==> src/rtl/run_det_pkg.sv <==
// Shared types and width helpers for the run-length detector channels.
package run_det_pkg;

  typedef enum logic [1:0] {
    ST_IDLE    = 2'b00,
    ST_ARMING  = 2'b01,
    ST_ASSERT  = 2'b10,
    ST_HOLDOFF = 2'b11
  } state_e;

  localparam int DEF_CHANNELS = 4;
  localparam int DEF_THRESH   = 2;
  localparam int DEF_HOLD     = 0;

  // Run counter only ever needs to reach THRESH.
  function automatic int cnt_width(input int thresh);
    return (thresh < 1) ? 1 : $clog2(thresh + 1);
  endfunction

  // Hold-off counter reaches HOLD; keep at least one bit when HOLD is zero.
  function automatic int hcnt_width(input int hold);
    int w;
    w = $clog2(hold + 1);
    return (w < 1) ? 1 : w;
  endfunction

  // out_z is high whenever the channel is in a detect state.
  function automatic logic is_detect(input state_e s);
    return (s == ST_ASSERT) || (s == ST_HOLDOFF);
  endfunction

endpackage

==> src/rtl/run_detector_channel.sv <==
// One detector channel: run counter, hold-off counter and rise/fall pulses.
//
//   state   | meaning
//   --------+-----------------------------------------------------------
//   IDLE    | no run in progress, in_y sampled here to pick fast/slow path
//   ARMING  | slow path, counting consecutive in_x-high cycles
//   ASSERT  | detected, out_z high while in_x stays high
//   HOLDOFF | in_x dropped, out_z held high for up to HOLD low cycles
module run_detector_channel
  import run_det_pkg::*;
#(
  parameter int THRESH = DEF_THRESH,
  parameter int HOLD   = DEF_HOLD
) (
  input  logic clk,
  input  logic reset_b,
  input  logic clr,
  input  logic in_x,
  input  logic in_y,
  output logic out_z,
  output logic out_rise,
  output logic out_fall
);

  localparam int CW = cnt_width(THRESH);
  localparam int HW = hcnt_width(HOLD);

  localparam logic [CW-1:0] CNT_MAX  = CW'(THRESH);
  localparam logic [CW-1:0] CNT_LAST = CW'(THRESH - 1);
  localparam logic [HW-1:0] HCNT_MAX = HW'(HOLD);

  state_e          state_q, state_d;
  logic [CW-1:0]   cnt_q, cnt_d;
  logic [HW-1:0]   hcnt_q, hcnt_d;
  logic            rise_q, rise_d;
  logic            fall_q, fall_d;

  logic            z_cur;
  logic            z_nxt;
  logic            run_done;
  logic            hold_done;
  logic [CW-1:0]   cnt_inc;
  logic [HW-1:0]   hcnt_inc;

  // Saturating increments keep both counters from wrapping.
  assign cnt_inc   = (cnt_q == CNT_MAX) ? cnt_q : cnt_q + CW'(1);
  assign hcnt_inc  = (hcnt_q == HCNT_MAX) ? hcnt_q : hcnt_q + HW'(1);

  // cnt_q + 1 >= THRESH, expressed without widening the counter.
  assign run_done  = (cnt_q >= CNT_LAST);
  assign hold_done = (hcnt_q == HCNT_MAX);

  // Next-state and counter update; clr overrides everything.
  always_comb begin
    state_d = state_q;
    cnt_d   = cnt_q;
    hcnt_d  = hcnt_q;

    if (clr) begin
      state_d = ST_IDLE;
    end else begin
      unique case (state_q)
        ST_IDLE: begin
          if (in_x) begin
            if (!in_y) begin
              state_d = ST_ASSERT;
            end else begin
              cnt_d   = CW'(1);
              state_d = (THRESH <= 1) ? ST_ASSERT : ST_ARMING;
            end
          end
        end
        ST_ARMING: begin
          if (!in_x) begin
            state_d = ST_IDLE;
          end else if (run_done) begin
            state_d = ST_ASSERT;
          end else begin
            cnt_d = cnt_inc;
          end
        end
        ST_ASSERT: begin
          if (!in_x) begin
            if (HOLD == 0) begin
              state_d = ST_IDLE;
            end else begin
              state_d = ST_HOLDOFF;
              hcnt_d  = HW'(1);
            end
          end
        end
        ST_HOLDOFF: begin
          if (in_x) begin
            state_d = ST_ASSERT;
            hcnt_d  = '0;
          end else if (hold_done) begin
            state_d = ST_IDLE;
          end else begin
            hcnt_d = hcnt_inc;
          end
        end
        default: state_d = ST_IDLE;
      endcase
    end

    // Both counters restart from zero whenever the channel returns to IDLE.
    if (state_d == ST_IDLE) begin
      cnt_d  = '0;
      hcnt_d = '0;
    end
  end

  // Pulses are computed from the level change so they line up with out_z.
  always_comb begin
    z_cur  = is_detect(state_q);
    z_nxt  = is_detect(state_d);
    rise_d = z_nxt & ~z_cur;
    fall_d = z_cur & ~z_nxt;
  end

  // State, counters and pulse registers.
  always_ff @(posedge clk or negedge reset_b) begin
    if (!reset_b) begin
      state_q <= ST_IDLE;
      cnt_q   <= '0;
      hcnt_q  <= '0;
      rise_q  <= 1'b0;
      fall_q  <= 1'b0;
    end else begin
      state_q <= state_d;
      cnt_q   <= cnt_d;
      hcnt_q  <= hcnt_d;
      rise_q  <= rise_d;
      fall_q  <= fall_d;
    end
  end

  assign out_z    = z_cur;
  assign out_rise = rise_q;
  assign out_fall = fall_q;

endmodule

==> src/rtl/run_length_detector.sv <==
// Multi-channel run-length detector: independent channels plus an any-detect flag.
module run_length_detector
  import run_det_pkg::*;
#(
  parameter int CHANNELS = DEF_CHANNELS,
  parameter int THRESH   = DEF_THRESH,
  parameter int HOLD     = DEF_HOLD
) (
  input  logic                clk,
  input  logic                reset_b,
  input  logic                clr,
  input  logic [CHANNELS-1:0] in_x,
  input  logic [CHANNELS-1:0] in_y,
  output logic [CHANNELS-1:0] out_z,
  output logic [CHANNELS-1:0] out_rise,
  output logic [CHANNELS-1:0] out_fall,
  output logic                any_z
);

  logic [CHANNELS-1:0] clr_ch;

  assign clr_ch = {CHANNELS{clr}};

  for (genvar g = 0; g < CHANNELS; g++) begin : g_ch
    run_detector_channel #(
      .THRESH (THRESH),
      .HOLD   (HOLD)
    ) u_ch (
      .clk      (clk),
      .reset_b  (reset_b),
      .clr      (clr_ch[g]),
      .in_x     (in_x[g]),
      .in_y     (in_y[g]),
      .out_z    (out_z[g]),
      .out_rise (out_rise[g]),
      .out_fall (out_fall[g])
    );
  end

  assign any_z = |out_z;

endmodule
==> config.mk <==
export PLATFORM = sky130hd
export DESIGN_NAME = run_length_detector
export DESIGN_NICKNAME = d
export VERILOG_FILES = /design/src/rtl/run_det_pkg.sv /design/src/rtl/run_detector_channel.sv /design/src/rtl/run_length_detector.sv
export SDC_FILE = /design/constraint.sdc
export NUM_CORES = 1
export LEC_CHECK = 0
export ABC_CLOCK_PERIOD_IN_PS = 1800
export BUFFER_PORTS_ARGS = -buffer_cell sky130_fd_sc_hd__buf_4
export CAP_MARGIN = 10
export CORE_MARGIN = 5
export CORE_UTILIZATION = 57
export CTS_BUF_LIST = sky130_fd_sc_hd__clkbuf_2 sky130_fd_sc_hd__clkbuf_4 sky130_fd_sc_hd__clkbuf_8
export DETAILED_ROUTE_END_ITERATION = 16
export PLACE_DENSITY = 0.8
export SLEW_MARGIN = 20
export SYNTH_ARGS = -nofsm -noshare
export SYNTH_HDL_FRONTEND = slang
export SYNTH_SLANG_ARGS = --single-unit
==> constraint.sdc <==
create_clock -name clk -period 1.8 [get_ports clk]
set_clock_uncertainty 0.2 [all_clocks]
set_input_delay 0.09 -clock clk [delete_from_list [all_inputs] [get_ports clk]]
set_output_delay 0.09 -clock clk [all_outputs]
set_load 0.005 [all_outputs]
Yosys cells after proc, flatten, opt, wreduce, memory -nomap -nowiden
Index checks and enable logic that the tools add are counted.
- flip-flop bits (word level): 28
- output and inout bits: 13
- add/subtract/negate cells: 8
- order comparisons: 4
- equality and inequality tests: 48
- muxes and demuxes: 88
- bitwise gates (word level): 16
- reductions and logical operators: 33
- operator list (operator ; count):
    $mux 2 ; 60
    $eq 2x2->1 const B ; 20
    $ne 3x2->1 const B ; 12
    $pmux 2 s4 ; 4
    $reduce_and 7->1 ; 4
    $ne 3x3->1 const B ; 8
    $mux 1 ; 20
    $logic_not 2->1 ; 8
    $pmux 2 s2 ; 4
    $reduce_bool 3->1 ; 4
    $add 2x1->2 const B ; 4
    $and 1x1->1 ; 8
    $eq 2x1->1 const B ; 4
    $ge 2x1->1 const B ; 4
    $logic_or 1x1->1 ; 8
    $ne 2x1->1 const B ; 4
    $not 1->1 ; 8
    $reduce_and 2->1 ; 4
    $reduce_bool 2->1 ; 4
    $add 1x1->1 const B ; 4
    $reduce_or 4->1 ; 1

Longest topological paths before layout
- word-level depth: 9
- mapped depth: 5
- mapped depth without buffers: 5

Cells and area by module
Synthesis repeated with hierarchy kept, for this count alone.
- cells, all modules: 101
- area, all modules: 1187.4 um2
- modules (own cells, without submodules) (module ; instances ; cells an instance ; area each (um2) ; sequential area each (um2)):
    run_detector_channel at g_ch[1].u_ch ... ; 2 ; 25 ; 292.8 ; 150.1
    run_detector_channel at g_ch[0].u_ch ; 1 ; 25 ; 299.0 ; 150.1
    run_detector_channel at g_ch[3].u_ch ; 1 ; 25 ; 295.3 ; 150.1
    run_length_detector ; 1 ; 1 ; 7.5 ; 0.0

Least setup slack after synthesis
OpenSTA, ideal clock, no wires.
- path type: register to register
- from: register g_ch[0].u_ch.cnt_q[0]
- to: register g_ch[0].u_ch.cnt_q[1]
- setup time: 95 ps
- arrival: 1219 ps
- required time: 1505 ps
- path slack: 285 ps
- stages on the path, launching flop included: 6
- buffers on the path: 0
- clock period less this slack: 1515 ps
- cell sequence: dfrtp_1 -> inv_1 -> ha_1 -> nand3b_2 -> a2111o_1 -> o31ai_1
- word-level cells in the longest chain between the ends: 8
- elaborated cells on any way between the ends: 22
- RTL lines (element ; line ; source):
    start: declaration ; run_detector_channel.sv:33 ; logic [CW-1:0] cnt_q, cnt_d;
    start signal: assignment ; run_detector_channel.sv:131 ; cnt_q <= cnt_d;
    $ge 2x1->1 ; run_detector_channel.sv:50 ; assign run_done = (cnt_q >= CNT_LAST);
    $mux 2 ; run_detector_channel.sv:76 ; end else if (run_done) begin
    $mux 2 ; run_detector_channel.sv:74 ; if (!in_x) begin
    $pmux 2 s4 ; run_detector_channel.sv:62 ; unique case (state_q)
    $mux 2 ; run_detector_channel.sv:59 ; if (clr) begin
    $logic_not 2->1 ; run_detector_channel.sv:107 ; if (state_d == ST_IDLE) begin
    $ne 3x3->1 (no line) (tied with other cells) ; -- ;
    $reduce_and 7->1 (no line) ; -- ;
Parallel ways exist; a longest one is shown, timed or not. The select of a mux whose other input is x is not followed.
A chain may end at the register's enable or synchronous reset.

Worst setup path in the final report
- from: register g_ch[0].u_ch.state_q[1]
- to: output port any_z
- word-level cells in the longest chain between the ends: 3
- elaborated cells on any way between the ends: 4
- RTL lines (element ; line ; source):
    start: declaration ; run_detector_channel.sv:32 ; state_e state_q, state_d;
    start signal: assignment ; run_detector_channel.sv:130 ; state_q <= state_d;
    $eq 2x2->1 ; run_det_pkg.sv:29 ; return (s == ST_ASSERT) || (s == ST_HOLDOFF);
    $logic_or 1x1->1 * ; run_det_pkg.sv:29 ;
    $reduce_or 4->1 * ; run_length_detector.sv:40 ; assign any_z = |out_z;
    end: declaration ; run_length_detector.sv:17 ; output logic any_z
Mark *: on every way between the ends. The rest lies on a longest branch, timed or not.

==> impl_metrics.env <==
export IMPL_grt_overflow=0
export IMPL_num_rows=17
export IMPL_synth_cells=135
export IMPL_coreArea_um2=2255
export IMPL_crit_required_ps=1510
export IMPL_fin_nets=182
export IMPL_grt_pass1_vias=1054
export IMPL_wl_per_cell_um=13.90
export IMPL_p_per_area_nw_per_um2=621.8
export IMPL_antenna_found_initial=0
export IMPL_area_growth_pct=21.93
export IMPL_crit_slowest_cell="or4_4"
export IMPL_synth_nets=154
export IMPL_setup_tns_ps=0
export IMPL_hold_depth=1
export IMPL_cpLargestDelayFamily="simple AND/OR/NAND/NOR gates"
export IMPL_drtIter0Drc=33
export IMPL_n_antenna_cell=0
export IMPL_slew_headroom_pct=57.05
export IMPL_dieWidth_um=59.12
export IMPL_cp_max_fo=8
export IMPL_hp_class="flop to flop"
export IMPL_cts_root_buf="clkbuf_4"
export IMPL_clk_pin_slew_ps=130
export IMPL_die_height_um=59.12
export IMPL_cap_violations=0
export IMPL_clk_latency_ps=310
export IMPL_cts_sinks=24
export IMPL_ys_seq_area_share_pct=43.68
export IMPL_rsz0062_at_grt="no"
export IMPL_routed_wl_mm=2.641
export IMPL_p_leak_nw=0.7925
export IMPL_gp_congestion=0.8023
export IMPL_path_depth=2
export IMPL_status="completed"
export IMPL_crit_buf_inv=1
export IMPL_drcViolationCount=0
export IMPL_path_cells="or4_4 -> buf_4"
export IMPL_ys_ff_latch=24
export IMPL_cts_made_buffers=3
export IMPL_initial_core_util_pct=60.99
export IMPL_first_pass_iters=4
export IMPL_grt_max_degree=15
export IMPL_arrival_ps=1440
export IMPL_h_tree_depth=1
export IMPL_crit_path_end_kind="output pin"
export IMPL_slew_violations=0
export IMPL_setup_viol=0
export IMPL_hold_slack_ps=314.0
export IMPL_fin_crit_ps=1730
export IMPL_place_area_um2=1478
export IMPL_finalCritPeriodShare_pct=96.12
export IMPL_yosys_warnings=0
export IMPL_final_core_util_pct=74.36
export IMPL_ios=24
export IMPL_max_stage_delay_ps=500
export IMPL_worst_pin_slew_ps=642.1
export IMPL_viasPerCell=5.232
export IMPL_ant_nets=0
export IMPL_drive_gt1_share_pct=24.69
export IMPL_die_area_um2=3495
export IMPL_syn_area_um2=1375
export IMPL_ir_worst_vdd_uv=546.0
export IMPL_yosysUniqueCellTypes=30
export IMPL_path_class="flop to output pin"
export IMPL_ff2ff_path_depth=5
export IMPL_crit_path_start_kind="flop"
export IMPL_place_hpwl_mm=1.905
export IMPL_hold_viol=0
export IMPL_final_area_um2=1677
export IMPL_max_freq_mhz=578.0
export IMPL_cts_max_path_buffers=2
export IMPL_grt_use_total_pct=17.56
export IMPL_via_count=994
export IMPL_grt_pass1_wl_mm=4.692
export IMPL_postSynthAreaPerCell_um2=10.19
export IMPL_cts_tree="yes"
export IMPL_io_buffers=23
cell families after synthesis:
family                     after synthesis  synth area share (%)
AOI/OAI and AO/OA                       14                 7.734
adders and majority gates                8                 7.280
buffers and inverters                   26                 10.37
DFF                                     24                 43.68
muxes                                   10                 7.280
and+or+nand+nor                         53                 23.66
flip-flops by register name, summed over array words and instances (netlist names):
name,cells
g_ch.u_ch.out_fall,4
g_ch.u_ch.cnt_q,8
g_ch.u_ch.state_q,8
g_ch.u_ch.out_rise,4
cell type report:
class                      instances  area, um^2
clock buffer                       4       36.28
fill                             157       578.1
inverter                          10       37.54
multi-input combinational         85       635.6
sequential                        24       604.3
tap                               28       35.03
timing repair buffer              39       327.8
final timing paths:
path	slack, ps	end	from
setup / recovery	70	any_z	g_ch[0].u_ch.state_q[1]
hold / removal	310	g_ch[0].u_ch.cnt_q[0]	g_ch[0].u_ch.cnt_q[0]
setup reg to reg	180	g_ch[0].u_ch.cnt_q[1]	g_ch[0].u_ch.cnt_q[0]
hold reg to reg	310	g_ch[0].u_ch.cnt_q[0]	g_ch[0].u_ch.cnt_q[0]
max in group asynchronous	290	g_ch[0].u_ch.state_q[1]	reset_b
min in group asynchronous	590	g_ch[3].u_ch.state_q[0]	reset_b
cell usage in the layout, fill, tap and decap left out, types with 2 or more instances in the layout:
cell,instances
nand2_1,7
and3b_2,2
dfrtp_1,21
o21ai_1,2
dlygate4sd3_1,14
clkbuf_4,3
nor3_1,4
o21ai_0,2
nand2b_1,5
nand3b_1,3
nor3b_1,4
buf_4,25
nor2_1,8
nand4b_1,3
mux2i_1,10
dfrtp_2,3
a211oi_2,2
inv_1,9
a21oi_1,3
nor2b_1,11
ha_1,8
metal layers:
metal | global-route usage, % | share of wire [%]
met5 | 0 | 0
met4 | 5.825 | 0.64
met3 | 2.832 | 3.6
met2 | 29.81 | 49
met1 | 22.66 | 47
cell usage after synthesis:
cell | number | area (um^2)
clkbuf_1 | 4 | 15.01
inv_1 | 10 | 37.54
o311a_1 | 1 | 10.01
dfrtp_1 | 24 | 600.6
o21ai_0 | 2 | 10.01
nand2b_1 | 5 | 31.28
a21oi_1 | 3 | 15.01
nor3_1 | 4 | 20.02
o21ai_1 | 2 | 10.01
nor2_1 | 8 | 30.03
mux2i_1 | 10 | 100.1
nor2b_1 | 11 | 68.82
nand4b_1 | 3 | 26.28
or2b_1 | 1 | 7.510
and3b_1 | 1 | 8.760
and2_1 | 1 | 6.260
nor3b_1 | 4 | 30.03
buf_4 | 12 | 90.09
o211a_1 | 1 | 10.01
nand2b_2 | 1 | 8.760
nand2_1 | 7 | 26.28
o21a_1 | 1 | 7.510
or4_1 | 1 | 7.510
a211oi_2 | 2 | 25.02
o31ai_1 | 1 | 7.510
ha_1 | 8 | 100.1
and3b_2 | 2 | 20.02
nand3b_2 | 1 | 11.26
nand3b_1 | 3 | 22.52
a2111o_1 | 1 | 11.26
worst reg2reg max path, cell delays in order, from the launching register on:
cell and delay, ps:
dfrtp_1 370, inv_1 80, ha_1 190, nand3b_2 220, a2111o_1 410, o31ai_1 70
through the flow:
| stage | total power (W) | worst slack (ps) | std cells |
|---|---|---|---|
| final | 0.001042 | 69.88 | 190 |
| after global routing | 0.001105 | 6.403 | 190 |
| after CTS | 0.001050 | 10.75 | 190 |
| after detailed placement | 0.0007388 | 197.1 | 170 |
| after global placement | 0.0007322 | 270.3 | 170 |
| after floorplan | 0.0006809 | 285.2 | 135 |
where the power goes:
part           internal, W  total [W]  switching, W
registers         0.000559   0.000576     0.0000169
clock network     0.000124   0.000283      0.000159
logic            0.0000995   0.000184     0.0000843
total             0.000782    0.00104      0.000260
timing repair:
| item | CTS | global route |
|---|---|---|
| resized for setup | 2 | 3 |
| hold endpoints to repair | 47 | 0 |
| endpoints found under the setup margin | 1 | 2 |
| hold buffers | 14 | 0 |
| pin swaps | 0 | 0 |
| buffers inserted | 2 | 0 |
No activity file was read; power rests on OpenSTA's default activity.
